<file path="src/rtl/bmf_pkg.sv">
// Shared types and helpers for the BMF H-side stream decoder.
// Helpers work on 32-bit values so one definition serves any M/CW up to 32.
package bmf_pkg;

  typedef enum logic [1:0] {
    CFG   = 2'd0,
    RUN   = 2'd1,
    DRAIN = 2'd2
  } state_e;

  localparam logic MODE_OR  = 1'b0;
  localparam logic MODE_XOR = 1'b1;

  function automatic logic [31:0] popcount(input logic [31:0] v);
    logic [31:0] c;
    c = '0;
    for (int i = 0; i < 32; i++) c = c + 32'(v[i]);
    return c;
  endfunction

  function automatic logic [31:0] sat_add(input logic [31:0] a,
                                          input logic [31:0] b,
                                          input logic [31:0] max);
    logic [32:0] s;
    s = {1'b0, a} + {1'b0, b};
    if (s > {1'b0, max}) return max;
    return s[31:0];
  endfunction

endpackage

</file>
<file path="src/rtl/bmf_fifo2.sv">
// Two-entry in-order valid/ready buffer; not_full is a flop so the upstream
// ready never depends combinationally on the downstream pop.
module bmf_fifo2 #(
  parameter int W = 8
) (
  input  logic         clk,
  input  logic         rst,
  input  logic         push,
  input  logic [W-1:0] din,
  output logic         not_full,
  input  logic         pop,
  output logic         valid,
  output logic [W-1:0] dout
);

  logic [1:0]   count_q, count_d, cnt_after_pop;
  logic [W-1:0] mem0_q, mem0_d, mem1_q, mem1_d;
  logic         not_full_q, not_full_d;
  logic         do_push, do_pop;

  always_comb begin
    do_push       = push && (count_q != 2'd2);
    do_pop        = pop && (count_q != 2'd0);
    mem0_d        = mem0_q;
    mem1_d        = mem1_q;
    cnt_after_pop = count_q - {1'b0, do_pop};
    if (do_pop) mem0_d = mem1_q;
    if (do_push) begin
      if (cnt_after_pop == 2'd0) mem0_d = din;
      else                       mem1_d = din;
    end
    count_d    = cnt_after_pop + {1'b0, do_push};
    not_full_d = (count_d != 2'd2);
  end

  always_ff @(posedge clk) begin
    if (rst) begin
      count_q    <= '0;
      mem0_q     <= '0;
      mem1_q     <= '0;
      not_full_q <= 1'b1;
    end else begin
      count_q    <= count_d;
      mem0_q     <= mem0_d;
      mem1_q     <= mem1_d;
      not_full_q <= not_full_d;
    end
  end

  assign not_full = not_full_q;
  assign valid    = (count_q != 2'd0);
  assign dout     = mem0_q;

endmodule

</file>
<file path="src/rtl/bmf_h_stream_decoder.sv">
// Expands K-bit latent codes through a loadable K x M basis H (OR or XOR fold)
// and tracks Hamming error of the decoded vectors against a reference.
module bmf_h_stream_decoder
  import bmf_pkg::*;
#(
  parameter int K  = 3,
  parameter int M  = 4,
  parameter int CW = 16
) (
  input  logic                 clk,
  input  logic                 rst,
  input  logic                 cfg_we,
  input  logic [$clog2(K)-1:0] cfg_row,
  input  logic [M-1:0]         cfg_data,
  input  logic                 xor_mode,
  input  logic                 run_en,
  input  logic                 in_valid,
  output logic                 in_ready,
  input  logic [K-1:0]         in_code,
  input  logic [M-1:0]         in_exact,
  output logic                 out_valid,
  input  logic                 out_ready,
  output logic [M-1:0]         out_vec,
  input  logic                 stat_clr,
  output logic [CW-1:0]        err_bits,
  output logic [CW-1:0]        samples,
  output logic                 cfg_err,
  output logic                 state_run
);

  localparam logic [31:0] SAT_MAX = 32'((64'd1 << CW) - 64'd1);

  state_e              state_q, state_d;
  logic [K-1:0][M-1:0] h_q, h_d;
  logic [K-1:0]        rw_q, rw_d;
  logic                mode_q, mode_d;
  logic                cfg_err_q, cfg_err_d;
  logic [CW-1:0]       err_q, err_d, samp_q, samp_d;
  logic [M-1:0]        vec, exact_out;
  logic [2*M-1:0]      fifo_dout;
  logic                fifo_nf, fifo_valid, push, hs;

  // state register
  always_ff @(posedge clk) begin
    if (rst) state_q <= CFG;
    else     state_q <= state_d;
  end

  // next state
  always_comb begin
    state_d = state_q;
    case (state_q)
      CFG:     if (run_en && (&rw_q)) state_d = RUN;
      RUN:     if (!run_en) state_d = DRAIN;
      DRAIN:   if (!fifo_valid) state_d = CFG;
      default: state_d = CFG;
    endcase
  end

  // state outputs
  always_comb begin
    in_ready  = 1'b0;
    state_run = 1'b0;
    if (state_q == RUN) begin
      in_ready  = fifo_nf;
      state_run = 1'b1;
    end
  end

  always_comb begin
    h_d       = h_q;
    rw_d      = rw_q;
    mode_d    = mode_q;
    cfg_err_d = cfg_err_q;
    if (state_q == CFG) mode_d = xor_mode;
    if (cfg_we) begin
      if ((state_q != CFG) || (int'(cfg_row) >= K)) begin
        cfg_err_d = 1'b1;
      end else begin
        h_d[cfg_row]  = cfg_data;
        rw_d[cfg_row] = 1'b1;
      end
    end
  end

  always_comb begin
    vec = '0;
    for (int i = 0; i < K; i++) begin
      if (in_code[i]) vec = (mode_q == MODE_XOR) ? (vec ^ h_q[i]) : (vec | h_q[i]);
    end
  end

  assign push = in_valid && in_ready;
  assign hs   = fifo_valid && out_ready;

  bmf_fifo2 #(.W(2 * M)) u_fifo (
    .clk      (clk),
    .rst      (rst),
    .push     (push),
    .din      ({in_exact, vec}),
    .not_full (fifo_nf),
    .pop      (out_ready),
    .valid    (fifo_valid),
    .dout     (fifo_dout)
  );

  assign out_vec   = fifo_dout[M-1:0];
  assign exact_out = fifo_dout[2*M-1:M];
  assign out_valid = fifo_valid;

  // clear wins over a same-cycle update
  always_comb begin
    err_d  = err_q;
    samp_d = samp_q;
    if (stat_clr) begin
      err_d  = '0;
      samp_d = '0;
    end else if (hs) begin
      err_d  = CW'(sat_add(32'(err_q), popcount(32'(out_vec ^ exact_out)), SAT_MAX));
      samp_d = CW'(sat_add(32'(samp_q), 32'd1, SAT_MAX));
    end
  end

  always_ff @(posedge clk) begin
    if (rst) begin
      h_q       <= '0;
      rw_q      <= '0;
      mode_q    <= MODE_OR;
      cfg_err_q <= 1'b0;
      err_q     <= '0;
      samp_q    <= '0;
    end else begin
      h_q       <= h_d;
      rw_q      <= rw_d;
      mode_q    <= mode_d;
      cfg_err_q <= cfg_err_d;
      err_q     <= err_d;
      samp_q    <= samp_d;
    end
  end

  assign err_bits = err_q;
  assign samples  = samp_q;
  assign cfg_err  = cfg_err_q;

endmodule

</file>
<file path="config.mk">
export PLATFORM = sky130hd
export DESIGN_NAME = bmf_h_stream_decoder
export DESIGN_NICKNAME = d
export VERILOG_FILES = /design/src/rtl/bmf_pkg.sv /design/src/rtl/bmf_fifo2.sv /design/src/rtl/bmf_h_stream_decoder.sv
export SDC_FILE = /design/constraint.sdc
export NUM_CORES = 1
export LEC_CHECK = 0
export ABC_AREA = 1
export ABC_CLOCK_PERIOD_IN_PS = 7400
export BUFFER_PORTS_ARGS = -buffer_cell sky130_fd_sc_hd__buf_2
export CORE_ASPECT_RATIO = 0.75
export CORE_UTILIZATION = 62
export DETAILED_ROUTE_END_ITERATION = 8
export PLACE_DENSITY = 0.87
export SLEW_MARGIN = 25
export SYNTH_ARGS = -nofsm -noshare
export SYNTH_HDL_FRONTEND = slang
export SYNTH_HIERARCHICAL = 1
export SYNTH_SLANG_ARGS = --single-unit
</file>
<file path="constraint.sdc">
create_clock -name clk -period 7.4 [get_ports clk]
set_clock_uncertainty 0.15 [all_clocks]
set_input_delay 1.11 -clock clk [delete_from_list [all_inputs] [get_ports clk]]
set_output_delay 1.11 -clock clk [all_outputs]
set_load 0.01 [all_outputs]
</file>
Word level (Yosys, flattened, before mapping) --
Index checks and enable logic that the tools add are counted.
Operators by class: multiply operators 0, muxes and demuxes 29, shift operators 0, reduce and logical (&&, ||, !) cells 16, magnitude comparators 5, bitwise operators 8, equal/unequal tests 7, add/subtract/negate cells 35, divide/modulo/power cells 0
Operators by type and width (number):
- 16-bit 2-to-1 mux | 4
- 16-bit by 1-bit adder with 17-bit output, second input constant | 2
- 16-bit by 32-bit adder with 33-bit output | 1
- 33-bit by 16-bit greater-than comparator with 1-bit output, second input constant | 1
- 31-bit by 1-bit adder with 32-bit output, second input constant | 1
- 30-bit by 1-bit adder with 31-bit output, second input constant | 1
- 29-bit by 1-bit adder with 30-bit output, second input constant | 1
- 28-bit by 1-bit adder with 29-bit output, second input constant | 1
- 27-bit by 1-bit adder with 28-bit output, second input constant | 1
- 26-bit by 1-bit adder with 27-bit output, second input constant | 1
- 25-bit by 1-bit adder with 26-bit output, second input constant | 1
- 24-bit by 1-bit adder with 25-bit output, second input constant | 1
- 23-bit by 1-bit adder with 24-bit output, second input constant | 1
- 4-bit 2-to-1 mux | 6
- 8-bit 2-to-1 mux | 3
- 22-bit by 1-bit adder with 23-bit output, second input constant | 1
- 21-bit by 1-bit adder with 22-bit output, second input constant | 1
- 20-bit by 1-bit adder with 21-bit output, second input constant | 1
- 19-bit by 1-bit adder with 20-bit output, second input constant | 1
- 18-bit by 1-bit adder with 19-bit output, second input constant | 1
- 17-bit by 1-bit adder with 18-bit output, second input constant | 1
- 17-bit by 16-bit greater-than comparator with 1-bit output, second input constant | 1
- 15-bit by 1-bit adder with 16-bit output, second input constant | 1
- 14-bit by 1-bit adder with 15-bit output, second input constant | 1
- 38 further kinds | 65
Word-level totals: latch bits 0, RAM bits 0, register bits after elaboration 70, memory bits (read-only) 0, word-level logic and storage cells 113, bits of input ports 21, memories kept 0, output and inout bits 40

Logic depth before layout (Yosys ltp) --
Gate-level depths: netlist of the first run.
depth after elaboration 38, depth in mapped cells 13, depth with buffers taken out 13

Modules after synthesis --
The synthesis of the first run kept the hierarchy.
By module, submodules not included:
- bmf_h_stream_decoder | area each 3076.7 µm², cells each 433, seq. area each 1021.0 µm², times used 1
- bmf_fifo2 | area each 944.7 µm², cells each 145, seq. area each 380.4 µm², times used 1

Worst setup path before layout of the first run --
Ideal clock, no wire load.
path kind reg-to-reg, start point register u_fifo.mem0_q[0] (netlist: u_fifo/dout[0]), end point register err_q[15] (netlist: err_bits[15]), data required time 7.128 ns, period minus slack after synthesis 2.840 ns, setup time 0.122 ns, cell stages (with the launch flop) 13, setup slack 4.560 ns, arrival time 2.569 ns, path buffers 1, path through dfxtp_1 xnor2_1 fa_1 inv_1 fa_1 fa_1 nand2_2 nor2_4 nand4_2 nor2_2 nor2_1 buf_6 a21oi_2
Between the ends: cells in the longest elaborated chain, start to end 38
Ends and longest elaborated chain:
- from (decl) | line bmf_fifo2.sv:17 | logic [W-1:0] mem0_q, mem0_d, mem1_q, mem1_d;
- from (signal assigned) | line bmf_fifo2.sv:44 | mem0_q <= mem0_d;
- 4-bit bitwise XOR * | line bmf_h_stream_decoder.sv:119 | err_d = CW'(sat_add(32'(err_q), popcount(32'(out_vec ^ exact_out)), SAT_MAX));
- 1-bit by 1-bit adder with 2-bit output * | line bmf_pkg.sv:17 | for (int i = 0; i < 32; i++) c = c + 32'(v[i]);
- 2-bit by 1-bit adder with 3-bit output * | line bmf_pkg.sv:17
- 3-bit by 1-bit adder with 4-bit output * | line bmf_pkg.sv:17
- 4-bit by 1-bit adder with 5-bit output * | line bmf_pkg.sv:17
- 5-bit by 1-bit adder with 6-bit output * | line bmf_pkg.sv:17
- 6-bit by 1-bit adder with 7-bit output * | line bmf_pkg.sv:17
- 7-bit by 1-bit adder with 8-bit output * | line bmf_pkg.sv:17
- [... 22 more ...]
- 30-bit by 1-bit adder with 31-bit output * | line bmf_pkg.sv:17
- 31-bit by 1-bit adder with 32-bit output * | line bmf_pkg.sv:17
- 16-bit by 32-bit adder with 33-bit output * | line bmf_pkg.sv:25 | s = {1'b0, a} + {1'b0, b};
- 33-bit by 16-bit greater-than comparator with 1-bit output | line bmf_pkg.sv:26 | if (s > {1'b0, max}) return max;
- 1-bit 2-to-1 mux | line bmf_pkg.sv:26
- 1-bit 2-to-1 mux | line bmf_h_stream_decoder.sv:118 | end else if (hs) begin
- 1-bit 2-to-1 mux | line bmf_h_stream_decoder.sv:115 | if (stat_clr) begin
- 16-bit 2-to-1 mux * | line bmf_pkg.sv:27 | return s[31:0];
- to (signal assigned) | line bmf_h_stream_decoder.sv:137 | err_q <= err_d;
- to (decl) | line bmf_h_stream_decoder.sv:38 | logic [CW-1:0] err_q, err_d, samp_q, samp_d;
Mark *: on every way between the ends. The rest lies on a longest branch, timed or not. The select of a mux whose other input is x is not followed. A chain may end at the register's enable or synchronous reset.

Final worst setup path of the first run --
start point register err_q[0] (netlist: err_bits[0]), end point register err_q[1] (netlist: err_bits[1])
Between the ends: cells in the longest elaborated chain, start to end 6
Ends and longest elaborated chain (line):
- 16-bit by 32-bit adder with 33-bit output * | bmf_pkg.sv:25
- 33-bit by 16-bit greater-than comparator with 1-bit output | bmf_pkg.sv:26
- 1-bit 2-to-1 mux | bmf_pkg.sv:26
- 1-bit 2-to-1 mux | bmf_h_stream_decoder.sv:118
- 1-bit 2-to-1 mux | bmf_h_stream_decoder.sv:115
- 16-bit 2-to-1 mux * | bmf_pkg.sv:27
Marked as above.

==> results summary, run 1 <==
The flow ran to the end, and the final reports show no timing, DRC or antenna violations. Clock tree synthesis selected as its root buffer the cell sky130_fd_sc_hd__clkbuf_8. The final period demand of the worst path is 3343 ps. The critical path in this run is classified as flip-flop to flip-flop. The combinational share of power is 14.6%.

The maximum achievable frequency came out at 299.2 MHz. The final setup violation count is 0. The number of global-route vias before repair is 3490. Sequential elements use 34.85% of the synthesized area.

The basic-gate share of the synthesized area counting and, or, nand and nor cells came out at 28.78%. The max-cap violation count is 0. The worst reg2reg path depth is 11.

The die is 95.00 um wide. Counting every sink on the clock net gives 70. The final setup TNS is 0 ps. The number of placement rows came out at 25.

The clock network fraction of total power is 35.5%. The maximum fanout encountered on the critical timing path came out at 12. The number of buffers on the longest clock path came out at 2. Entering global routing, the biggest net connects 37 pins. The slowest cell on the critical path is sky130_fd_sc_hd__nor2_2.

The H-tree depth is 3. The number of setup buffers added after CTS is 0. The final core utilization is 72.12%. The area share of xor/xnor cells in the synthesized design is 4.792%. Dividing the detail-routed wire length by the instance count gives 12.30 um. The number of placed instances, taps included came out at 706. The main combinational cell family by area after synthesis is simple AND/OR/NAND/NOR gates. Data arrives at the worst endpoint at 3380 ps. The area occupied by multi-input gates is 0.002207 sq mm. The final weighted congestion in routability-driven placement is 0.8830. The number of nets at the end of the flow came out at 673. Once the clock tree was built, the resizer swapped 0 gates to a different size.

When the netlist entered floorplanning its net count stood at 615. STA classifies the critical path startpoint as a flip-flop. In the finished design, the share of the clock period the worst path needs comes to 45.17%.

The TritonCTS clock tree is yes. Fill cells in the final layout number 526. The share of synthesized area spent on multiplexers came out at 0%. The remaining design rule violation count is 0. The synthesized flop and latch total came out at 70. In this run the worst hold path is classified as flip-flop to flip-flop. The required time reported for the critical path endpoint came out at 7440 ps. The met2 routed wirelength is 4.248 mm. The internal power of the cells totals 0.5786 mW. In this run switching power makes up 29.11% of total power. The tightest slew margin relative to the limit came out at 36.20%. The maximum resistive drop on vdd came out at 0.0001178 V.

The number of vias per cell after detailed routing came out at 5.338. The detailed-route wire length on metal 1 came out at 3.987 mm. The critical path contains buffers and inverters numbering 2 combined. The mean cell area of the mapped netlist is 6.957 sq um. In this run the top signal layer used is met4. At the pin with the least slew margin, the transition time is 955.9 ps. Setup repair after global routing left no endpoint under its margin.

The effective utilization at floorplan came out at 63.96%. The count of boundary I/O pins is 61. The share of final-layout standard cells stronger than drive strength 1 is 19.03%. In this run the number of cells on the critical path is 11.

The standard cell core area is 0.006287 sq mm. The final antenna-violating net count came out at 0. The most numerous cell type found on the critical path is sky130_fd_sc_hd__fa_1.

Walking the worst path, the cells encountered are inv_1, fa_1, inv_1, fa_1, fa_1, nand2_2, nor2_4, nand4_2, nor2_2, nor2_2, a21oi_1. Global routing finished with a remaining overflow of 0. The number of warnings reported in the yosys synthesis log is 6. The worst hold path passes through 2 cells.

Among cell families on the critical path, the largest total delay comes from adder cells. The clock buffer count from CTS is 9. The met3 routed wirelength is 465 um.

The share of synthesized cell area in full adder, half adder and majority cells came out at 5.538%. The number of hold violations in the final report came out at 0. The final non-filler cell total came out at 722. The number of instances in the synthesized netlist is 578. The worst setup path is captured at a flip-flop. The area of the mapped netlist is 0.004021 sq mm. The worst reg-to-reg setup slack is 4060 ps. Across all layers, the routed design uses 3854 vias. The number of DRC violations after detailed-routing iteration 0 is 251. From synthesis to final layout, the design area changed by 12.76%. The compound-cell area share of the yosys netlist came out at 15.71%. The die is 71.75 um tall.

Summed over all nets, the switching power comes to 0.2376 mW. The worst stage delay on the critical path came out at 560 ps. The wire-length estimate of the detail-placed layout is 6.398 mm. The wire length of the first global-routing pass came out at 14.98 mm. The clock network latency to the later pin of the worst-skew pair came out at 340 ps. In this run, distinct cell masters in the synthesized netlist total 34.

The port buffer count is 60. Registers are responsible for 50.0% of the overall power. For this design the static power due to leakage is 2.167 nW. The initial antenna violation count was 0.

The count of final max-slew check failures came to 0. The routed wire length is 8.880 mm. The total global routing track utilization is 27.81%. For this run, the detailed router's first-pass iteration total came to 4. The floorplan die area is 0.006815 sq mm. The register cell area after layout came out at 0.001401 sq mm. The hold-fix buffer count after cts came out at 0. The clock transition at the registers of the reported paths is 70 ps. In this run the power density over the cells is 180.0 mW/mm^2. The number of inserted diodes is 0.
==> registers in the layout, indices dropped and copies added, names as in the netlist <==
signal	cells
samples	16
u_fifo/dout	8
u_fifo/not_full	1
state_q	2
mode_q	1
u_fifo/count_q	2
rw_q	3
err_bits	16
u_fifo/mem1_q	8
h_q	12
cfg_err	1
==> layout by cell type (no fill, tap or decap), types with 4 or more instances in the layout <==
cell type,netlist,routed
sky130_fd_sc_hd__nor2_1,78,77
sky130_fd_sc_hd__inv_1,84,84
sky130_fd_sc_hd__a21oi_1,19,19
sky130_fd_sc_hd__nand3_1,27,27
sky130_fd_sc_hd__ha_1,13,13
sky130_fd_sc_hd__xnor2_1,7,7
sky130_fd_sc_hd__nor2_2,6,7
sky130_fd_sc_hd__nand2_2,7,7
sky130_fd_sc_hd__nand4_1,12,12
sky130_fd_sc_hd__inv_2,4,4
sky130_fd_sc_hd__o21ai_0,55,55
sky130_fd_sc_hd__dfxtp_1,70,70
sky130_fd_sc_hd__xor2_1,15,15
sky130_fd_sc_hd__a21oi_2,20,20
sky130_fd_sc_hd__clkbuf_8,0,12
sky130_fd_sc_hd__o211ai_1,4,4
sky130_fd_sc_hd__buf_2,2,60
sky130_fd_sc_hd__nand2_1,120,120
==> layer usage <==
metal  vias to the layer above  GRT usage [%]
met2                       110          48.12
met3                        21          6.582
li1                       1952              -
met1                      1771          33.88
met4                         0          9.428
met5                         -              0
==> synth_stat cells, drive strengths merged <==
master   instances  area [sq um]
a21oi           39         270.3
a2111oi          1         8.760
a31oi            2         12.51
xnor2            7         61.31
inv             88         330.3
and3             2         12.51
o21bai           3         22.52
buf              7         58.80
nand2          127         494.2
fa               3         60.06
nand4           13         87.58
a21boi           1         7.510
and2             1         6.260
o21ai           56         280.3
xor2            15         131.4
ha              13         162.7
nor2            86         352.8
nor3             2         21.27
dfxtp           70          1401
clkbuf           7         26.28
nand3           31         182.7
o211ai           4         30.03
==> final timing paths <==
check                                  from     endpoint
worst max-delay path            err_bits[0]  err_bits[1]
worst min-delay path                 h_q[1]       h_q[1]
worst min register to register       h_q[1]       h_q[1]
worst max register to register  err_bits[0]  err_bits[1]
==> power groups by stage <==
stage / Clock (mW) / Sequential (mW) / Combinational, mW
6_report: 0.290 / 0.408 / 0.119
5_1_grt: 0.308 / 0.410 / 0.135
4_1_cts: 0.293 / 0.407 / 0.119
3_5_place_dp: 0 / 0.416 / 0.117
3_3_place_gp: 0 / 0.415 / 0.111
2_1_floorplan: 0 / 0.416 / 0.0810
==> cell type report <==
cell class	count	area share, %
Clock buffer	13	3.725
Clock inverter	3	0.3863
Inverter	88	7.285
Multi-Input combinational cell	406	48.68
Sequential cell	70	30.90
Tap cell	81	2.235
Timing Repair Buffer	61	6.788
==> logic make-up after synthesis <==
group | after synthesis
buffers and inverters | 102
XOR/XNOR | 22
adder cells (fa/ha/maj) | 16
AO/OA/AOI/OAI | 106
AND/OR/NAND/NOR | 262
flip-flops | 70
==> worst register-to-register path, delay by kind of cell, from the launching register on <==
| family | cells | cell delay (ps) |
|---|---|---|
| AOI/OAI and AO/OA | 1 | 170 |
| adders and majority gates | 3 | 1450 |
| buffers and inverters | 2 | 150 |
| DFF | 1 | 380 |
| and+or+nand+nor | 5 | 890 |
==> through the flow <==
stage / worst slack, ps / hold slack, ps / area (sq um) / total power [mW]
6_report: 4057 / 316.0 / 4534 / 0.8163
5_1_grt: 3932 / 340.4 / 4534 / 0.8522
4_1_cts: 4053 / 318.0 / 4534 / 0.8194
3_5_place_dp: 4083 / 301.9 / 4348 / 0.5335
3_3_place_gp: 3908 / 290.5 / 4345 / 0.5262
2_1_floorplan: 4560 / 280.2 / 4021 / 0.4975
No activity file was read; power rests on OpenSTA's default activity.
==> inputs of run 2 (changes only) <==
- ABC_CLOCK_PERIOD_IN_PS: 7400 -> 3000
- CORE_UTILIZATION: 62 -> 52
- PLACE_DENSITY: 0.87 -> 0.78
- clock period: 7.4 -> 3 ns (I/O delays scaled with it)
==> results summary, run 2 (same netlist as run 1, synthesis figures left out) <==
The detailed-route wire length on metal 1 is 4.270 mm (+7.1%). The combinational share of power is 13.0% (-1.6 points). The worst reg2reg path depth was 12 (+1). The maximum resistive drop on vdd came out at 0.0002638 V (+120%).

The launching instance or port of the critical path is u_fifo/dout[0]. The effective utilization at floorplan came out at 54.35% (-9.6 points). The startpoint identified for the worst hold timing path is xor_mode. The clock network fraction of total power is 43.8% (+8.3 points). The transition time of the tightest slew-check pin came out at 497.3 ps (-458.6 ps). The clock network latency to the later pin of the worst-skew pair is 350 ps (about the same). The number of DRC violations after detailed-routing iteration 0 came out at 206 (-18%).

The number of placed instances, taps included came out at 729 (+3.3%). The met3 routed wirelength came out at 439 um (-5.6%). The final setup TNS is 0 ps (unchanged). The critical path ends at err_bits[4]. The wire length of the first global-routing pass is 15.40 mm (+2.8%). The detailed-router iteration count before antenna repair came out at 5 (+1). The number of global-route vias before repair is 3452 (-1.1%). The overall power of the completed layout was 2.326 mW (+180%). The net switching power figure came out at 0.5978 mW (+150%). The required time reported for the critical path endpoint came out at 3080 ps (-4360 ps). The met2 routed wirelength is 4.274 mm (+0.61%). STA classifies the critical path endpoint as a flip-flop. The endpoint identified for the worst register-to-register timing path is err_bits[4]. The uppermost layer routed is met4. The register cell area after layout came out at 0.001401 sq mm (unchanged). The max-cap violation count came out at 0 (unchanged).

The final period demand of the worst path came to 2895 ps (-447.1 ps). The maximum fanout encountered on the critical timing path came out at 6 (-6). The root buffer cell chosen for the clock tree is sky130_fd_sc_hd__clkbuf_8. The tightest slew margin relative to the limit came out at 66.81% (+31 points). The worst hold-check slack came out at 188.9 ps (-127.1 ps).

The remaining design rule violation count was 0 (unchanged). The cell-internal power was 1.729 mW (+200%). The number of fill cells in the layout was 678 (+29%).

The relative contribution of sequential cells to total power came to 43.2% (-6.8 points). The routed wire length is 9.018 mm (+1.6%). The number of nets at the end of the flow is 677 (+0.59%).

The final non-filler cell total is 746 (+3.3%). The maximum number of pins on one net before global-route repair is 37 (unchanged). The start-to-end type of the worst setup path is flip-flop to flip-flop. The maximum achievable frequency is 345.4 MHz (+15%).

The count of boundary I/O pins came out at 61 (unchanged). The worst reg-to-reg setup slack came out at 100 ps (-3950 ps). The overflow left after global routing is 0 (unchanged). The number of placement rows came out at 27 (+8.0%). The number of inserted diodes came out at 0 (unchanged).

The layout-stage area growth over the synthesis result came out at 16.46%. The via count of the routed design is 3796 (-1.5%). In the layout the commonest cells are sky130_fd_sc_hd__nand2_1, sky130_fd_sc_hd__inv_1, sky130_fd_sc_hd__nor2_1.

The count of final max-slew check failures came out at 0 (unchanged). The share of the cycle needed by the critical path after routing was 96.51% (+51 points). The share of final-layout standard cells stronger than drive strength 1 came out at 19.84% (+0.81 points). The clock transition at the registers of the reported paths is 80 ps (about the same). The final weighted congestion in routability-driven placement came out at 0.8420 (-4.6%).

The half-perimeter wire length after detailed placement came out at 6.481 mm (+1.3%). STA classifies the critical path startpoint as a flip-flop. The arrival time at the worst endpoint came to 2970 ps (-410 ps). The standard cell core area came out at 0.007398 sq mm (+18%). The number of buffers on the longest clock path is 2 (unchanged). The final antenna-violating net count was 0 (unchanged). The number of hold violations in the final report came out at 0 (unchanged).

The number of clock sinks came to 70 (unchanged). The floorplan die area came out at 0.008093 sq mm (+19%). The height of the die was 78.16 um (+8.9%).

The area occupied by multi-input gates is 0.002210 sq mm (+0.11%). The total global routing track utilization is 23.40% (-4.4 points). The clock buffer count from CTS came out at 9 (unchanged). The instance area after placement came out at 0.004393 sq mm (+1.0%).

The switching share of power was 25.70% (-3.4 points). The run finished with clean final reports. The worst hold-check path type is primary input to flip-flop. The port buffer count came to 60 (unchanged). The H-tree depth was 3 (unchanged). The area of all placed cells without fillers came out at 0.004683 sq mm (+3.3%). The post-detailed-route wirelength per cell is 12.09 um (-1.7%). In this run the critical register-to-register path is launched from u_fifo/dout[0]. The leakage power of the design is 2.225 nW (+2.7%). The hold-fix buffer count after cts came out at 0 (unchanged). The overall die width is 103.5 um (+9.0%). The power density over the cells was 496.7 mW/mm^2 (+180%). The initial antenna violation count came out at 0 (unchanged).

The final setup violation count is 0 (unchanged). Leaving out fill and tap cells, the most frequent cell in the layout is sky130_fd_sc_hd__nand2_1. TritonCTS built the clock tree. The number of vias per cell after detailed routing was 5.088 (-4.7%).
## run 2: changes by cell type in the layout (fill, tap and decap cells not counted), moves of 2 or more
cell                        change
sky130_fd_sc_hd__bufinv_16      +4
sky130_fd_sc_hd__buf_4          +2
sky130_fd_sc_hd__buf_6          +2
sky130_fd_sc_hd__clkbuf_8       -2
## run 2: how the worst min path moves through the flow
stage                         end  slack (ps)  cells past startpoint
final                      mode_q         190                      3
after CTS                  mode_q         170                      3
after floorplan           rw_q[1]         280                      2
after global placement    rw_q[1]         290                      2
after detailed placement  rw_q[1]         290                      2
after global routing       mode_q         180                      3
## run 2: final cells by class
cell class                      count  area share [%]
Clock buffer                       10           2.939
Clock inverter                      6           2.832
Inverter                           88           7.053
Multi-Input combinational cell    406           47.18
Sequential cell                    70           29.92
Tap cell                          101           2.698
Timing Repair Buffer               65           7.374
## run 2: repair_timing
item	CTS	global route
resized for setup	0	6
setup buffers	0	0
endpoints found under the setup margin	0	15
## run 2: power by group through the flow
| stage | clock network (mW) | registers (mW) | logic (mW) |
|---|---|---|---|
| floorplan | 0 | 1.03 | 0.200 |
| global placement | 0 | 1.02 | 0.286 |
| finish | 1.02 | 1.01 | 0.303 |
| global route | 1.09 | 1.01 | 0.342 |
| CTS | 1.04 | 1.00 | 0.297 |
| detailed placement | 0 | 1.03 | 0.296 |
## run 2: metal layers
metal / vias to the layer above / GRT usage (%)
met5: - / 0
met4: 0 / 5.217
met3: 4 / 7.060
met2: 87 / 40.07
met1: 1737 / 29.07
li1: 1968 / -
## run 2: per-stage QoR
| stage | setup WS (ps) | util, % |
|---|---|---|
| 3_5_place_dp | 96.42 | 59.38 |
| 6_report | 104.6 | 63.30 |
| 3_3_place_gp | 164.9 | 59.38 |
| 5_1_grt | -16.68 | 63.30 |
| 2_1_floorplan | 159.7 | - |
| 4_1_cts | 42.15 | 63.03 |
## run 2: critical path, stage by stage, from the launching register on
cell and delay [ps]:
sky130_fd_sc_hd__dfxtp_1 330, sky130_fd_sc_hd__xnor2_1 140, sky130_fd_sc_hd__fa_1 520, sky130_fd_sc_hd__inv_1 60, sky130_fd_sc_hd__fa_1 460, sky130_fd_sc_hd__fa_2 380, sky130_fd_sc_hd__nand2_2 110, sky130_fd_sc_hd__nor2_4 60
sky130_fd_sc_hd__nand4_2 100, sky130_fd_sc_hd__nor2_2 60, sky130_fd_sc_hd__nor2_2 180, sky130_fd_sc_hd__buf_6 170, sky130_fd_sc_hd__a21oi_2 50
==> inputs of run 3 (changes only) <==
- ABC_AREA: 1 -> unset
- CORE_UTILIZATION: 52 -> 51
- PLACE_DENSITY: 0.78 -> 0.77
==> results summary, run 3 <==
sky130_fd_sc_hd__dfxtp_1 is the most common cell in the netlist. The final non-filler cell total came out at 567 (-24%). The final antenna-violating net count is 0 (unchanged). The clock transition at the registers of the reported paths came out at 70 ps (about the same). The number of inserted diodes came out at 0 (unchanged). The maximum number of pins on one net before global-route repair came out at 49 (+32%).

The overall power of the completed layout came out at 1.859 mW (-20%). The number of global-route vias before repair came to 2997 (-13%). The via count of the routed design was 3222 (-15%). The required time reported for the critical path endpoint is 3060 ps (-20 ps). The library cell used most frequently in the layout, excluding fill and tap cells, is sky130_fd_sc_hd__dfxtp_1. The count of final max-slew check failures is 0 (unchanged). The clock network latency to the later pin of the worst-skew pair came out at 340 ps (about the same). Setup repair after global routing left no endpoint under its margin.

The fraction of registers with async set/reset is 0% (unchanged). The maximum resistive drop on vdd is 0.0002270 V (-14%). The number of nets in the synthesized netlist came out at 448 (-27%). The effective utilization at floorplan came to 54.03% (-0.33 points). The worst stage delay on the critical path is 510 ps (about the same). The leakage power of the design came to 1.859 nW (-16%). The port buffer count is 60 (unchanged).

The count of boundary I/O pins is 61 (unchanged). The number of DRC violations after detailed-routing iteration 0 came to 171 (-17%). The startpoint class of the critical path is a flip-flop.

The number of placed instances, taps included is 553 (-24%). The clock buffer count from CTS was 9 (unchanged). Leaving out fill and tap cells, the most frequent cells in the layout are sky130_fd_sc_hd__dfxtp_1, sky130_fd_sc_hd__buf_2, sky130_fd_sc_hd__nor2_1. The number of gates given a new drive strength after cts came to 0 (unchanged). The number of buffers on the longest clock path is 2 (unchanged). The flow ran to the end, and the final reports show no timing, DRC or antenna violations.

The area of the mapped netlist came out at 0.003761 sq mm (-6.5%). Counting stages on the worst path, the most repeated cell is sky130_fd_sc_hd__fa_1. The standard cell core area came out at 0.006962 sq mm (-5.9%). The share of final-layout standard cells stronger than drive strength 1 is 23.45% (+3.6 points). The register area share after synthesis came out at 37.26% (+2.4 points). The number of nets at the end of the flow is 503 (-26%). The number of warnings reported in the yosys synthesis log is 6 (unchanged). sky130_fd_sc_hd__dfxtp_1 takes more of the synthesized area than any other cell.

The mean cell area of the mapped netlist came out at 9.151 sq um (+32%). The tightest slew margin relative to the limit is 50.92% (-16 points). The final setup violation count came to 0 (unchanged). The buffer type at the clock tree root is sky130_fd_sc_hd__clkbuf_8. The max-cap violation count came to 0 (unchanged). The number of fill cells in the layout is 653 (-3.7%). For this design, the slowest cell found on the critical path is sky130_fd_sc_hd__fa_1. The initial antenna violation count is 0 (unchanged). The wire length of the first global-routing pass came out at 14.23 mm (-7.6%).

The worst setup path is captured at a flip-flop. The synthesized flop and latch total is 70 (unchanged). The overflow left after global routing was 0 (unchanged). The transition time of the tightest slew-check pin came to 736.2 ps (+238.9 ps). The final setup TNS is 0 ps (unchanged). The overall die width came out at 101.2 um (-2.3%). The routed wire length came out at 8.463 mm (-6.2%). The floorplan die area came to 0.007726 sq mm (-4.5%).

The detailed-router iteration count before antenna repair came out at 4 (-1). The final period demand of the worst path came out at 2820 ps (-75.74 ps). The number of vias per cell after detailed routing is 5.683 (+12%).

The hold-fix buffer count after cts is 0 (unchanged). The final core utilization came out at 61.25% (-2.1 points). The remaining design rule violation count is 0 (unchanged). The half-perimeter wire length after detailed placement came out at 6.094 mm (-6.0%). The count of flip-flops with a built-in enable after synthesis came out at 0 (unchanged).

The maximum achievable frequency came out at 354.6 MHz (+2.7%). The share of the cycle needed by the critical path after routing is 93.99% (-2.5 points). The total global routing track utilization is 23.19% (-0.21 points). The top-area cell type share of the netlist area came out at 37.26% (+2.4 points).

The post-detailed-route wirelength per cell is 14.93 um (+23%). The final weighted congestion in routability-driven placement came out at 0.8398 (-0.26%). Among all flip-flop cells after synthesis, the most frequent one is sky130_fd_sc_hd__dfxtp_1. The maximum fanout encountered on the critical timing path came out at 6 (unchanged). The number of setup buffers added after CTS was 0 (unchanged). The number of library cell types mapped by synthesis is 60 (+76%). The layout-stage area growth over the synthesis result is 13.37%. The register cell area after layout came out at 0.001401 sq mm (unchanged). The height of the die is 76.37 um (-2.3%). Counting instances in the post-synthesis netlist gives the leading cell types as sky130_fd_sc_hd__dfxtp_1, sky130_fd_sc_hd__nor2_1, sky130_fd_sc_hd__mux2i_1. The number of clock sinks came out at 70 (unchanged).

The number of instances in the synthesized netlist is 411 (-29%). The path class of the tightest hold or removal check is primary input to flip-flop. The number of placement rows is 26 (-3.7%). The area occupied by multi-input gates is 0.002157 sq mm (-2.4%). Sorting the synthesized cells by area gives the leading types as sky130_fd_sc_hd__dfxtp_1, sky130_fd_sc_hd__mux2i_1, sky130_fd_sc_hd__ha_1, sky130_fd_sc_hd__nor2_1, sky130_fd_sc_hd__o21ai_0. The critical path is of the flip-flop to flip-flop type. TritonCTS built the clock tree. The arrival time at the worst endpoint is 2880 ps (-90 ps).

The power density over the cells was 435.9 mW/mm^2 (-12%). The number of hold violations in the final report came out at 0 (unchanged). Traced cell by cell, the critical path runs through xnor2_1, fa_1, inv_1, fa_1, fa_1, nand2_2, buf_4, nor3_4, nand3_2, a31oi_1. The H-tree depth is 3 (unchanged).
-- run 3: cell count changes after synthesis, sizes merged, moves of 29 or more --
cell / delta
o21ai: -29
nor2: -45
mux2i: +29
nand2: -103
inv: -65
-- run 3: worst max-delay path, delay by kind of cell, from the launching register on --
kind	cells	cell delay, ps
AO/OA/AOI/OAI	1	100
AND/OR/NAND/NOR	3	320
buffers and inverters	2	220
XOR/XNOR	1	150
adder cells (fa/ha/maj)	3	1410
flip-flops	1	340
-- run 3: cells by family after synthesis --
family / count (synthesis) / share of synthesized area (%)
compound gates: 87 / 14.70
simple gates: 156 / 26.38
flops: 70 / 37.26
xor+xnor: 11 / 2.562
mux: 29 / 7.718
fa+ha+maj: 16 / 5.922
buf+inv: 42 / 5.456
-- run 3: where the power goes --
group / internal (mW) / switching (mW)
clock: 0.358 / 0.330
sequential: 0.949 / 0.0192
combinational: 0.0761 / 0.126
-- run 3: layout make-up --
| class | instances | area share (%) |
|---|---|---|
| multi-input combinational | 299 | 50.59 |
| sequential | 70 | 32.86 |
| inverter | 23 | 2.025 |
| timing repair buffer | 63 | 7.570 |
| clock buffer | 13 | 3.961 |
| tap | 98 | 2.876 |
| clock inverter | 1 | 0.1174 |
-- run 3: path summary, 6_finish.rpt --
path,startpoint,end,slack (ps),depth (start not counted)
worst max register to register,u_fifo/dout[0],err_bits[8],180,10
worst min register to register,rw_q[2],rw_q[2],300,2
worst min-delay path,xor_mode,mode_q,200,3
worst max-delay path,u_fifo/dout[0],err_bits[8],180,10
-- run 3: routing by layer --
metal  global-route usage (%)  vias up  share of wire [%]
met4                    6.957        0               0.87
met1                    30.98     1526                 48
li1                         -     1586                  -
met2                    36.60      102                 45
met5                        0        -                  0
met3                    6.055        8                5.9
-- run 3: metrics by stage --
step	setup WS, ps	hold WS (ps)	instance area (sq um)
2_1_floorplan	203.2	275.5	3761
3_3_place_gp	232.8	285.7	4088
3_5_place_dp	146.5	289.4	4088
4_1_cts	140.0	180.9	4262
5_1_grt	20.31	187.1	4264
6_report	180.3	197.8	4264
